===== src/rtl/pci_arbiter_if.sv =====
// Shared PCI arbitration signals: per-initiator REQ#/GNT#, the bus FRAME#/IRDY# phases,
// and the arbiter's view of the current owner.
interface pci_arbiter_if #(
  parameter int N = 4
);
  localparam int IDX_W = $clog2(N);

  logic [N-1:0]     req_n;
  logic             frame_n;
  logic             irdy_n;
  logic [N-1:0]     gnt_n;
  logic [IDX_W-1:0] owner;
  logic             busy;

  // Initiators drive requests and bus phases; the arbiter answers with grants.
  modport master (output req_n, frame_n, irdy_n, input gnt_n, owner, busy);
  modport slave  (input req_n, frame_n, irdy_n, output gnt_n, owner, busy);
endinterface


===== src/rtl/pci_arbiter.sv =====
// Central PCI arbiter: round-robin grants with bus parking, hidden arbitration during
// a transfer, a one-cycle all-high gap on every handoff, and a dead-master timeout.
module pci_arbiter #(
  parameter int N       = 4,
  parameter int PARK    = 0,
  parameter int TIMEOUT = 16
) (
  input logic          clk,
  input logic          rst_n,
  pci_arbiter_if.slave bus
);
  localparam int               IDX_W    = $clog2(N);
  localparam logic [IDX_W-1:0] PARK_IDX = IDX_W'(PARK);
  localparam logic [7:0]       TO_LAST  = 8'(TIMEOUT - 1);

  typedef enum logic [1:0] {S_PARK, S_GRANT, S_BUSY, S_DEAD} state_e;

  state_e           state_q, state_d;
  logic [IDX_W-1:0] gidx_q, gidx_d;
  logic [IDX_W-1:0] owner_q, owner_d;
  logic [IDX_W-1:0] ptr_q, ptr_d;
  logic [N-1:0]     gnt_n_q, gnt_n_d;
  logic [7:0]       cnt_q, cnt_d;
  logic             busy_q, busy_d;
  logic             idle_q;

  logic [N-1:0]     req;
  logic             bus_idle, start, any_req, other_req;
  logic [IDX_W-1:0] winner;

  function automatic logic [IDX_W-1:0] rr_pick(input logic [N-1:0] r, input logic [IDX_W-1:0] p);
    logic [IDX_W-1:0] w;
    logic [IDX_W-1:0] k;
    w = p;
    // Scan from the far end so the index closest to p wins.
    for (int i = N - 1; i >= 0; i--) begin
      k = IDX_W'((int'(p) + i) % N);
      if (r[k]) w = k;
    end
    return w;
  endfunction

  function automatic logic [IDX_W-1:0] inc_mod(input logic [IDX_W-1:0] x);
    return (int'(x) == N - 1) ? '0 : x + IDX_W'(1);
  endfunction

  function automatic logic [N-1:0] onehot_n(input logic [IDX_W-1:0] i);
    return ~(N'(1) << i);
  endfunction

  assign req       = ~bus.req_n;
  assign bus_idle  = bus.frame_n & bus.irdy_n;
  assign start     = ~bus.frame_n & idle_q;
  assign any_req   = |req;
  assign winner    = rr_pick(req, ptr_q);
  assign other_req = |(req & onehot_n(gidx_q));

  always_comb begin
    state_d = state_q;
    gidx_d  = gidx_q;
    owner_d = owner_q;
    ptr_d   = ptr_q;
    unique case (state_q)
      S_PARK: begin
        if (start) begin
          state_d = S_BUSY;
          gidx_d  = PARK_IDX;
          owner_d = PARK_IDX;
        end else if (any_req) begin
          if (winner == PARK_IDX) begin
            state_d = S_GRANT;
            gidx_d  = PARK_IDX;
          end else begin
            state_d = S_DEAD;
          end
        end
      end
      S_GRANT: begin
        if (start) begin
          state_d = S_BUSY;
          owner_d = gidx_q;
          ptr_d   = inc_mod(gidx_q);
        end else if (!req[gidx_q]) begin
          state_d = S_DEAD;
        end else if (bus_idle && cnt_q >= TO_LAST) begin
          // Skip the silent master on the next arbitration round.
          state_d = S_DEAD;
          ptr_d   = inc_mod(gidx_q);
        end
      end
      S_BUSY: begin
        if (other_req) begin
          state_d = S_DEAD;
        end else if (bus_idle) begin
          if (req[gidx_q])             state_d = S_GRANT;
          else if (gidx_q == PARK_IDX) state_d = S_PARK;
          else                         state_d = S_DEAD;
        end
      end
      S_DEAD: begin
        if (any_req) begin
          state_d = S_GRANT;
          gidx_d  = winner;
        end else begin
          state_d = S_PARK;
          gidx_d  = PARK_IDX;
        end
      end
      default: state_d = S_PARK;
    endcase

    gnt_n_d = '1;
    case (state_d)
      S_PARK:  gnt_n_d = onehot_n(PARK_IDX);
      S_DEAD:  gnt_n_d = '1;
      default: gnt_n_d = onehot_n(gidx_d);
    endcase

    busy_d = busy_q;
    if (start)         busy_d = 1'b1;
    else if (bus_idle) busy_d = 1'b0;

    cnt_d = cnt_q;
    if (start || gnt_n_d != gnt_n_q)                          cnt_d = '0;
    else if (state_q == S_GRANT && bus_idle && cnt_q != 8'hFF) cnt_d = cnt_q + 8'd1;
  end

  always_ff @(posedge clk) begin
    if (!rst_n) begin
      state_q <= S_PARK;
      gidx_q  <= PARK_IDX;
      owner_q <= '0;
      ptr_q   <= '0;
      gnt_n_q <= onehot_n(PARK_IDX);
      cnt_q   <= '0;
      busy_q  <= 1'b0;
      idle_q  <= 1'b1;
    end else begin
      state_q <= state_d;
      gidx_q  <= gidx_d;
      owner_q <= owner_d;
      ptr_q   <= ptr_d;
      gnt_n_q <= gnt_n_d;
      cnt_q   <= cnt_d;
      busy_q  <= busy_d;
      idle_q  <= bus_idle;
    end
  end

  assign bus.gnt_n = gnt_n_q;
  assign bus.owner = owner_q;
  assign bus.busy  = busy_q;
endmodule

===== src/flat_wrapper.sv =====
// flat-port wrapper written by rule: the top's interface ports become plain ports
module pci_arbiter_flat 
#(
  parameter int N       = 4,
  parameter int PARK    = 0,
  parameter int TIMEOUT = 16
)
  (clk, rst_n, bus_req_n, bus_frame_n, bus_irdy_n, bus_gnt_n, bus_owner, bus_busy);
  pci_arbiter_if #(.N(N)) bus_i ();
  input logic clk;
  input logic rst_n;
  input wire logic [$bits(bus_i.req_n)-1:0] bus_req_n;
  input wire logic [$bits(bus_i.frame_n)-1:0] bus_frame_n;
  input wire logic [$bits(bus_i.irdy_n)-1:0] bus_irdy_n;
  output wire logic [$bits(bus_i.gnt_n)-1:0] bus_gnt_n;
  output wire logic [$bits(bus_i.owner)-1:0] bus_owner;
  output wire logic [$bits(bus_i.busy)-1:0] bus_busy;
  assign bus_i.req_n = bus_req_n;
  assign bus_i.frame_n = bus_frame_n;
  assign bus_i.irdy_n = bus_irdy_n;
  assign bus_gnt_n = bus_i.gnt_n;
  assign bus_owner = bus_i.owner;
  assign bus_busy = bus_i.busy;
  pci_arbiter #(.N(N), .PARK(PARK), .TIMEOUT(TIMEOUT)) u_core (.clk(clk), .rst_n(rst_n), .bus(bus_i));
endmodule

===== config.mk =====
export PLATFORM = sky130hd
export DESIGN_NAME = pci_arbiter_flat
export DESIGN_NICKNAME = d
export VERILOG_FILES = /design/src/rtl/pci_arbiter_if.sv /design/src/rtl/pci_arbiter.sv /design/src/flat_wrapper.sv
export SDC_FILE = /design/constraint.sdc
export NUM_CORES = 1
export LEC_CHECK = 0
export CORE_AREA = 3 3 46 69
export DETAILED_ROUTE_END_ITERATION = 8
export DIE_AREA = 0 0 49 72
export GPL_ROUTABILITY_DRIVEN = 1
export PLACE_DENSITY = 0.86
export SLEW_MARGIN = 0
export SYNTH_ARGS = -nofsm -noshare
export SYNTH_HDL_FRONTEND = slang
export SYNTH_SLANG_ARGS = --single-unit

===== constraint.sdc =====
create_clock -name clk -period 6.1 [get_ports clk]
set_input_delay 1.22 -clock clk [delete_from_list [all_inputs] [get_ports clk]]
set_output_delay 1.22 -clock clk [all_outputs]
set_load 0.03 [all_outputs]

==> flow_summary.yaml <==
status:
  status: "completed"
sta:
  slew_headroom: 0.572
  tns_ns: 0
  finalCriticalPeriod_ns: 4.43
  worst_slack_ns: 1.67
  worst_slew_pin_slew_ns: 0.641
  hold_viol: 0
  setup_viol: 0
  clock_skew_ns: 0.00132
  hold_slack_ns: 0.506
  period_share: 0.727
  slew_violations: 0
  rsz0062_at_grt: "no"
  max_freq_ghz: 0.226
global_route:
  grt_max_degree: 14
  grt.overflow.total: 0
  grt_pass1_vias: 1353
  grt_usage: 0.205
  grt_pass1_wl_mm: 5.81
  antenna_found_initial: 0
finish:
  drive_gt1_frac: 0.131
  ff_latch_area_um2: 440
  multi_input_area_um2: 1010
  nets: 194
  fill_cells: 228
  instances_no_fill: 212
  area.growth.synth_to_final_pct: 11.2
  fin_util: 0.651
  diodes: 0
  layout_commonest_cell: "dfxtp_1"
  layout_common_cells: "dfxtp_1, clkdlybuf4s50_1, nor2_1, ha_1, nor4_1"
  postLayoutCellArea_um2: 1740
cts:
  cts_resized: 0
  numCtsBuffers: 3
  cts_setup_buffers: 0
  root_buffer: "clkbuf_8"
  clk_pin_slew_worst_paths_ns: 0.08
  htree_levels: 1
  cts-hold-fix-buffers: 0
  cts_num_sinks: 22
  clk_path_buf_depth: 2
  cts_tree: "yes"
  clk_latency_ns: 0.26
place:
  place_area_um2: 1670
  place_congestion: 0.812
  dpl.hpwl_mm: 2.63
  dp_slack_ns: 1.43
  place_inst: 208
  port-buffer-count: 14
hold_path:
  min_from: "u_core.bus.busy"
  hp-class: "flop to flop"
  hold_depth: 2
  worstHoldEndpoint: "u_core.bus.busy"
logic_synthesis:
  ys.flop_type: "dfxtp_1"
  synth-seq-cells: 22
  synthArstFlopShare: 0
  synthesis.area_um2: 1570
  synth-edff-count: 0
  synth_seq_area_share: 0.281
  synth_nets: 183
  syn_inst: 165
  yosysWarningCount: 0
  avgSynthCellArea_um2: 9.49
  synth.distinct_cells: 55
power_and_ir_drop:
  total_power_mw: 0.491
  power_frac_comb: 0.393
  p_leak_nw: 0.605
  p_sw_frac: 0.376
  p_per_area_nw_per_um2: 282
  p_sw_mw: 0.185
  p_int_mw: 0.306
  clkPwrFrac: 0.275
  seqPwrFrac: 0.333
  max-vdd-ir-drop_mv: 0.156
worst_setup_path:
  r2r_start: "u_core.gidx_q[1]"
  worstRegToRegCells: 10
  ff2ff_setup_slack_ns: 2.79
  critPathMaxFanout: 11
  path_class: "primary input to flop"
  critPathRequiredTime_ns: 6.23
  worstSetupEndpointType: "flop"
  r2r-end: "u_core.cnt_q[4]"
  crit_arrival_ns: 4.56
  crit_path_start_kind: "primary input"
routing:
  drt_iter0_drc: 40
  wl_mm: 3.36
  routed_via_density: 6.06
  drt-wirelength-per-cell_um: 15.8
  route.vias.total: 1285
  drc: 0
  drt_first_pass_iters: 4
  ant_nets: 0
die:
  row_count: 23
  core_um2: 2680
  initial_core_util: 0.585
  fp.dieArea_um2: 3530
  pin_count: 15
  die_w_um: 49
  die_h_um: 72
job:
  drv_cap: 0
-- synth_stat cells (4+ instances only) --
library cell | instances | area share
o21ai_0 | 5 | 0.016
a21oi_1 | 4 | 0.013
nand3_1 | 7 | 0.022
nand2_1 | 8 | 0.019
nor3_1 | 4 | 0.013
nor2b_1 | 6 | 0.024
inv_1 | 8 | 0.019
nor2_1 | 10 | 0.024
xnor2_1 | 5 | 0.028
nor4_1 | 9 | 0.036
dfxtp_1 | 22 | 0.28
ha_1 | 10 | 0.080
o22ai_1 | 4 | 0.016
buf_6 | 5 | 0.036
and2_1 | 4 | 0.016
-- how the worst max path moves through the flow --
stage            startpoint              end  slack, ns
6_report       bus_req_n[0]  u_core.cnt_q[4]       1.67
5_1_grt        bus_req_n[0]  u_core.cnt_q[4]       1.47
4_1_cts        bus_req_n[0]  u_core.cnt_q[4]       1.71
3_5_place_dp   bus_req_n[0]  u_core.cnt_q[4]       1.43
3_3_place_gp   bus_req_n[0]  u_core.cnt_q[4]       1.57
2_1_floorplan  bus_req_n[3]  u_core.cnt_q[0]       2.30
-- cells by family (layout without fill, tap and decap cells) --
family | count (synthesis) | after routing | share of synthesized area
AOI/OAI and AO/OA | 36 | 36 | 0.199
xor gates and xnor gates | 8 | 8 | 0.0495
adders and majority gates | 10 | 10 | 0.0799
buffers and inverters | 17 | 27 | 0.0743
DFF | 22 | 22 | 0.281
muxes | 3 | 3 | 0.0272
and+or+nand+nor | 69 | 69 | 0.289
-- layout make-up --
type,count,area share
clock buffer,3,0.0237
clock inverter,1,0.0172
inverter,9,0.0194
multi-input combinational,126,0.580
sequential,22,0.253
tap,37,0.0266
timing repair buffer,14,0.0805
-- routing by layer --
layer	global-route usage	wire (um)	up-vias	share of wire
li1	-	-	626	-
met1	0.211	1310	615	0.39
met2	0.398	1870	32	0.56
met3	0.0205	77	12	0.023
met4	0.117	99	0	0.029
met5	0	0	-	0
-- sequential cells by signal (all words and copies together) (netlist names) --
name	cells
u_core.cnt_q	8
u_core.bus.gnt_n	4
u_core.bus.owner	2
u_core.gidx_q	2
u_core.ptr_q	2
u_core.state_q	2
u_core.bus.busy	1
u_core.idle_q	1
-- power by group through the flow --
| stage | combinational (mW) | clock [mW] | sequential (mW) |
|---|---|---|---|
| after global routing | 0.209 | 0.141 | 0.164 |
| after global placement | 0.181 | 0 | 0.166 |
| after CTS | 0.192 | 0.136 | 0.163 |
| after detailed placement | 0.191 | 0 | 0.166 |
| after floorplan | 0.163 | 0 | 0.168 |
| final | 0.193 | 0.135 | 0.163 |
-- worst max-delay path, cell delays in order --
cell             delay, ns
clkdlybuf4s50_1       0.63
mux4_2                0.59
or2_1                 0.27
o31ai_1               0.23
a32oi_1               0.16
ha_1                  0.44
inv_1                 0.19
nor3b_1               0.07
and3_1                0.19
nor3_2                0.45
nor4_1                0.12
Power figures use the tool's default switching activity.
==> variant 1, RTL diff (same flow settings) <==
Re-encode `state_e` (4 states) as one-hot, 4 bits wide.
--- a/src/rtl/pci_arbiter.sv
+++ b/src/rtl/pci_arbiter.sv
@@ -13,7 +13,7 @@
   localparam logic [IDX_W-1:0] PARK_IDX = IDX_W'(PARK);
   localparam logic [7:0]       TO_LAST  = 8'(TIMEOUT - 1);
 
-  typedef enum logic [1:0] {S_PARK, S_GRANT, S_BUSY, S_DEAD} state_e;
+  typedef enum logic [3:0] {S_PARK = 4'b0001, S_GRANT = 4'b0010, S_BUSY = 4'b0100, S_DEAD = 4'b1000} state_e;
 
   state_e           state_q, state_d;
   logic [IDX_W-1:0] gidx_q, gidx_d;
Function: same outputs for any inputs over 4 cycles, from zero or initial values and one cycle with rst_n low; so few cycles prove little.
==> variant 1 against the original RTL <==
- final area shrank 0.43%
- area after synthesis down 0.56%
- global-route usage increased by 2.8 points
- die area unchanged
- sequential cell count increased by 2
- wire length increased by 12%
- setup slack improved by 0.67 ns
Power is not compared: it rests on default switching activity, and its combinational part moved more than twofold at a synthesized area within 25%.
==> variant 1: results (changes against the original RTL) <==
- Met2 Wirelength: 2110 um (+13%)
- Wl on met1: 1410 um (+7.7%)
- PortBufs: 14 (unchanged)
- Max incr delay on CP: 0.66 ns (+0.03 ns)
- Setup_tns: 0 ns (unchanged)
- Synth Net Count: 185 (+1.1%)
- Status: completed
- Worst reg2reg startpoint: u_core.state_q[1]
- Yosys warning count: 0 (unchanged)
- First-pass GRT wire length: 6530 um (+12%)
- Peak VDD IR: 0.000187 V
- Fillers: 238 (+4.4%)
- Compound-Gate Fraction of Synth Area: 19.8% (-0.13 points)
- Placer Congestion: 0.892 (+9.8%)
- Later-pin clock latency in the skew report: 0.27 ns
- Worst path slowest cell: clkdlybuf4s50_1
- Root buf cell: clkbuf_8
- CP top delay family: compound AO/OA/AOI/OAI gates
- Worst Reg-to-Reg Cells: 7 (-3)
- HPWL reported at the end of detailed placement: 2830 um (+7.4%)
- Clock skew: 0.00339 ns (+0.00207 ns)
- Crit path from: bus_req_n[2]
- Via count: 1383 (+7.6%)
- Top cells by area, synth: dfxtp_1 31%, nor3_2 5.1%, ha_1 4.0%
- M2 GR Usage: 45.4% (+5.6 points)
- PostCTS Resize Cnt: 0 (unchanged)
- Final WL: 3760 um (+12%)
- Netlist cell types: 57 (+3.6%)
- Hold buffers post-CTS: 0 (unchanged)
- M3 GR Usage: 3.49% (+1.4 points)
- Min Hold Slack: 0.495 ns (-0.0111 ns)
- Share of cells above drive strength 1: 11.5% (-1.6 points)
- Post-synthesis mux area share: 3.45% (+0.74 points)
- Reg-to-Reg End: u_core.cnt_q[5]
- Initial antenna violation count: 0 (unchanged)
- Metal3 WL: 120 um (+56%)
- Met1 Track Usage GR: 24.3% (+3.2 points)
- Max FO, Critical Path: 9 (-2)
- Seq/Total Area, Yosys: 30.8% (+2.7 points)
- Post-synth top cells: 24 x dfxtp_1, 13 x nand2_1, 11 x nor2_1, 8 x nor3_2, 7 x nor2b_1
- Htree depth: 1 (unchanged)
- R2R Setup Slk: 3.22 ns (+0.43 ns)
- Total GRT Usage: 23.4% (+2.8 points)
- Iter 0 DRT Violations: 51 (+28%)
- TritonRoute pass-1 iters: 4 (unchanged)
- Slew @ Worst Pin: 0.638 ns (-0.00268 ns)
- Nets@finish: 196 (+1.0%)
- Number of flip-flops in the largest register: 8 (unchanged)
- Top Layer Used: met4
- Setup bufs post-CTS: 0 (unchanged)
- Post-synthesis xor/xnor area fraction: 5.06% (+0.11 points)
- Adder-Cell Fraction of Synth Area: 4.02% (-4.0 points)
variant 1: through the flow:
stage / std cells / utilization, % / cell area, um^2 / setup slack [ns]
after floorplan: 172 / - / 1560 / 2.83
after global placement: 215 / 62.7 / 1680 / 2.17
after detailed placement: 215 / 62.7 / 1680 / 2.08
after CTS: 219 / 64.8 / 1730 / 2.34
after global routing: 219 / 64.8 / 1730 / 2.15
final: 219 / 64.8 / 1730 / 2.33
variant 1: area by class of cell:
cell class,instances,area share [%]
tap,37,2.67
multi-input combinational,136,57.5
inverter,4,0.866
clock buffer,4,3.17
timing repair buffer,14,8.08
sequential,24,27.7
variant 1: power by group through the flow:
stage	Sequential, mW	Combinational (mW)	Clock [mW]
after floorplan	0.172	0.0713	0
after global placement	0.175	0.0785	0
after detailed placement	0.176	0.0824	0
after CTS	0.173	0.0835	0.109
after global routing	0.174	0.0934	0.116
final	0.173	0.0843	0.110
variant 1: tightest hold or removal path, stage by stage (launching register included):
cell     delay [ns]
dfxtp_1        0.34
nor2_1         0.05
nor2_1         0.07
==> variant 2, RTL diff (config.mk and constraints unchanged) <==
Without the edit above. `N` is set to 4 in 3 places; all go to 16.
--- a/src/rtl/pci_arbiter_if.sv
+++ b/src/rtl/pci_arbiter_if.sv
@@ -1,7 +1,7 @@
 // Shared PCI arbitration signals: per-initiator REQ#/GNT#, the bus FRAME#/IRDY# phases,
 // and the arbiter's view of the current owner.
 interface pci_arbiter_if #(
-  parameter int N = 4
+  parameter int N = 16
 );
   localparam int IDX_W = $clog2(N);
 
--- a/src/rtl/pci_arbiter.sv
+++ b/src/rtl/pci_arbiter.sv
@@ -1,7 +1,7 @@
 // Central PCI arbiter: round-robin grants with bus parking, hidden arbitration during
 // a transfer, a one-cycle all-high gap on every handoff, and a dead-master timeout.
 module pci_arbiter #(
-  parameter int N       = 4,
+  parameter int N       = 16,
   parameter int PARK    = 0,
   parameter int TIMEOUT = 16
 ) (
--- a/src/flat_wrapper.sv
+++ b/src/flat_wrapper.sv
@@ -1,7 +1,7 @@
 // flat-port wrapper written by rule: the top's interface ports become plain ports
 module pci_arbiter_flat 
 #(
-  parameter int N       = 4,
+  parameter int N       = 16,
   parameter int PARK    = 0,
   parameter int TIMEOUT = 16
 )
Ports: changed (resized bus_gnt_n, bus_owner and bus_req_n); port bits go from 15 to 41. The function was not compared with the original's and may differ.
==> variant 2 against the original RTL <==
- the flow now stops in global placement without I/O (3_1_place_gp_skip_io)
- area after synthesis rose to 3.3 times the old value
==> variant 2: results (changes against the original RTL) <==
- Synth Net Count: 652 (+260%)
- Syn_area_per_cell: 8.47 um^2 (-11%)
- Yosys warning count: 0 (unchanged)
- Top FF cell, synth: dfxtp_1
- Status: did not finish
- Post-synth top cells: 43 x nand2_1, 40 x dfxtp_1, 33 x mux2i_1, 33 x nor2_1, 32 x nand3_1
- Synthesized flop and latch total: 40 (+82%)
- Seq/Total Area, Yosys: 15.4% (-13 points)
- Last stage: global placement without I/O (3_1_place_gp_skip_io)
- Netlist cell types: 81 (+47%)
- Asr flop ratio synth: 0% (unchanged)
- Log Error: [ERROR GPL-0301] Utilization 216.364 % exceeds 100%.
- Top cells by area, synth: dfxtp_1 15%, mux4_2 12%, mux2i_1 6.4%
## variant 2: changes by cell type after synthesis, moves of 24 or more
cell	before	now
mux2i_1	2	33
nand3_1	7	32
nand2_1	8	43
mux4_2	1	28
mux2_2	0	24
clkbuf_1	1	27
## variant 2: cells by family after synthesis
group                      Yosys count  share of synthesized area, %
AOI/OAI and AO/OA                  159                          22.7
and+or+nand+nor                    220                          22.5
buffers and inverters               63                          5.28
DFF                                 40                          15.4
adders and majority gates           19                          4.58
xor gates and xnor gates            24                          4.55
muxes                               88                          25.0
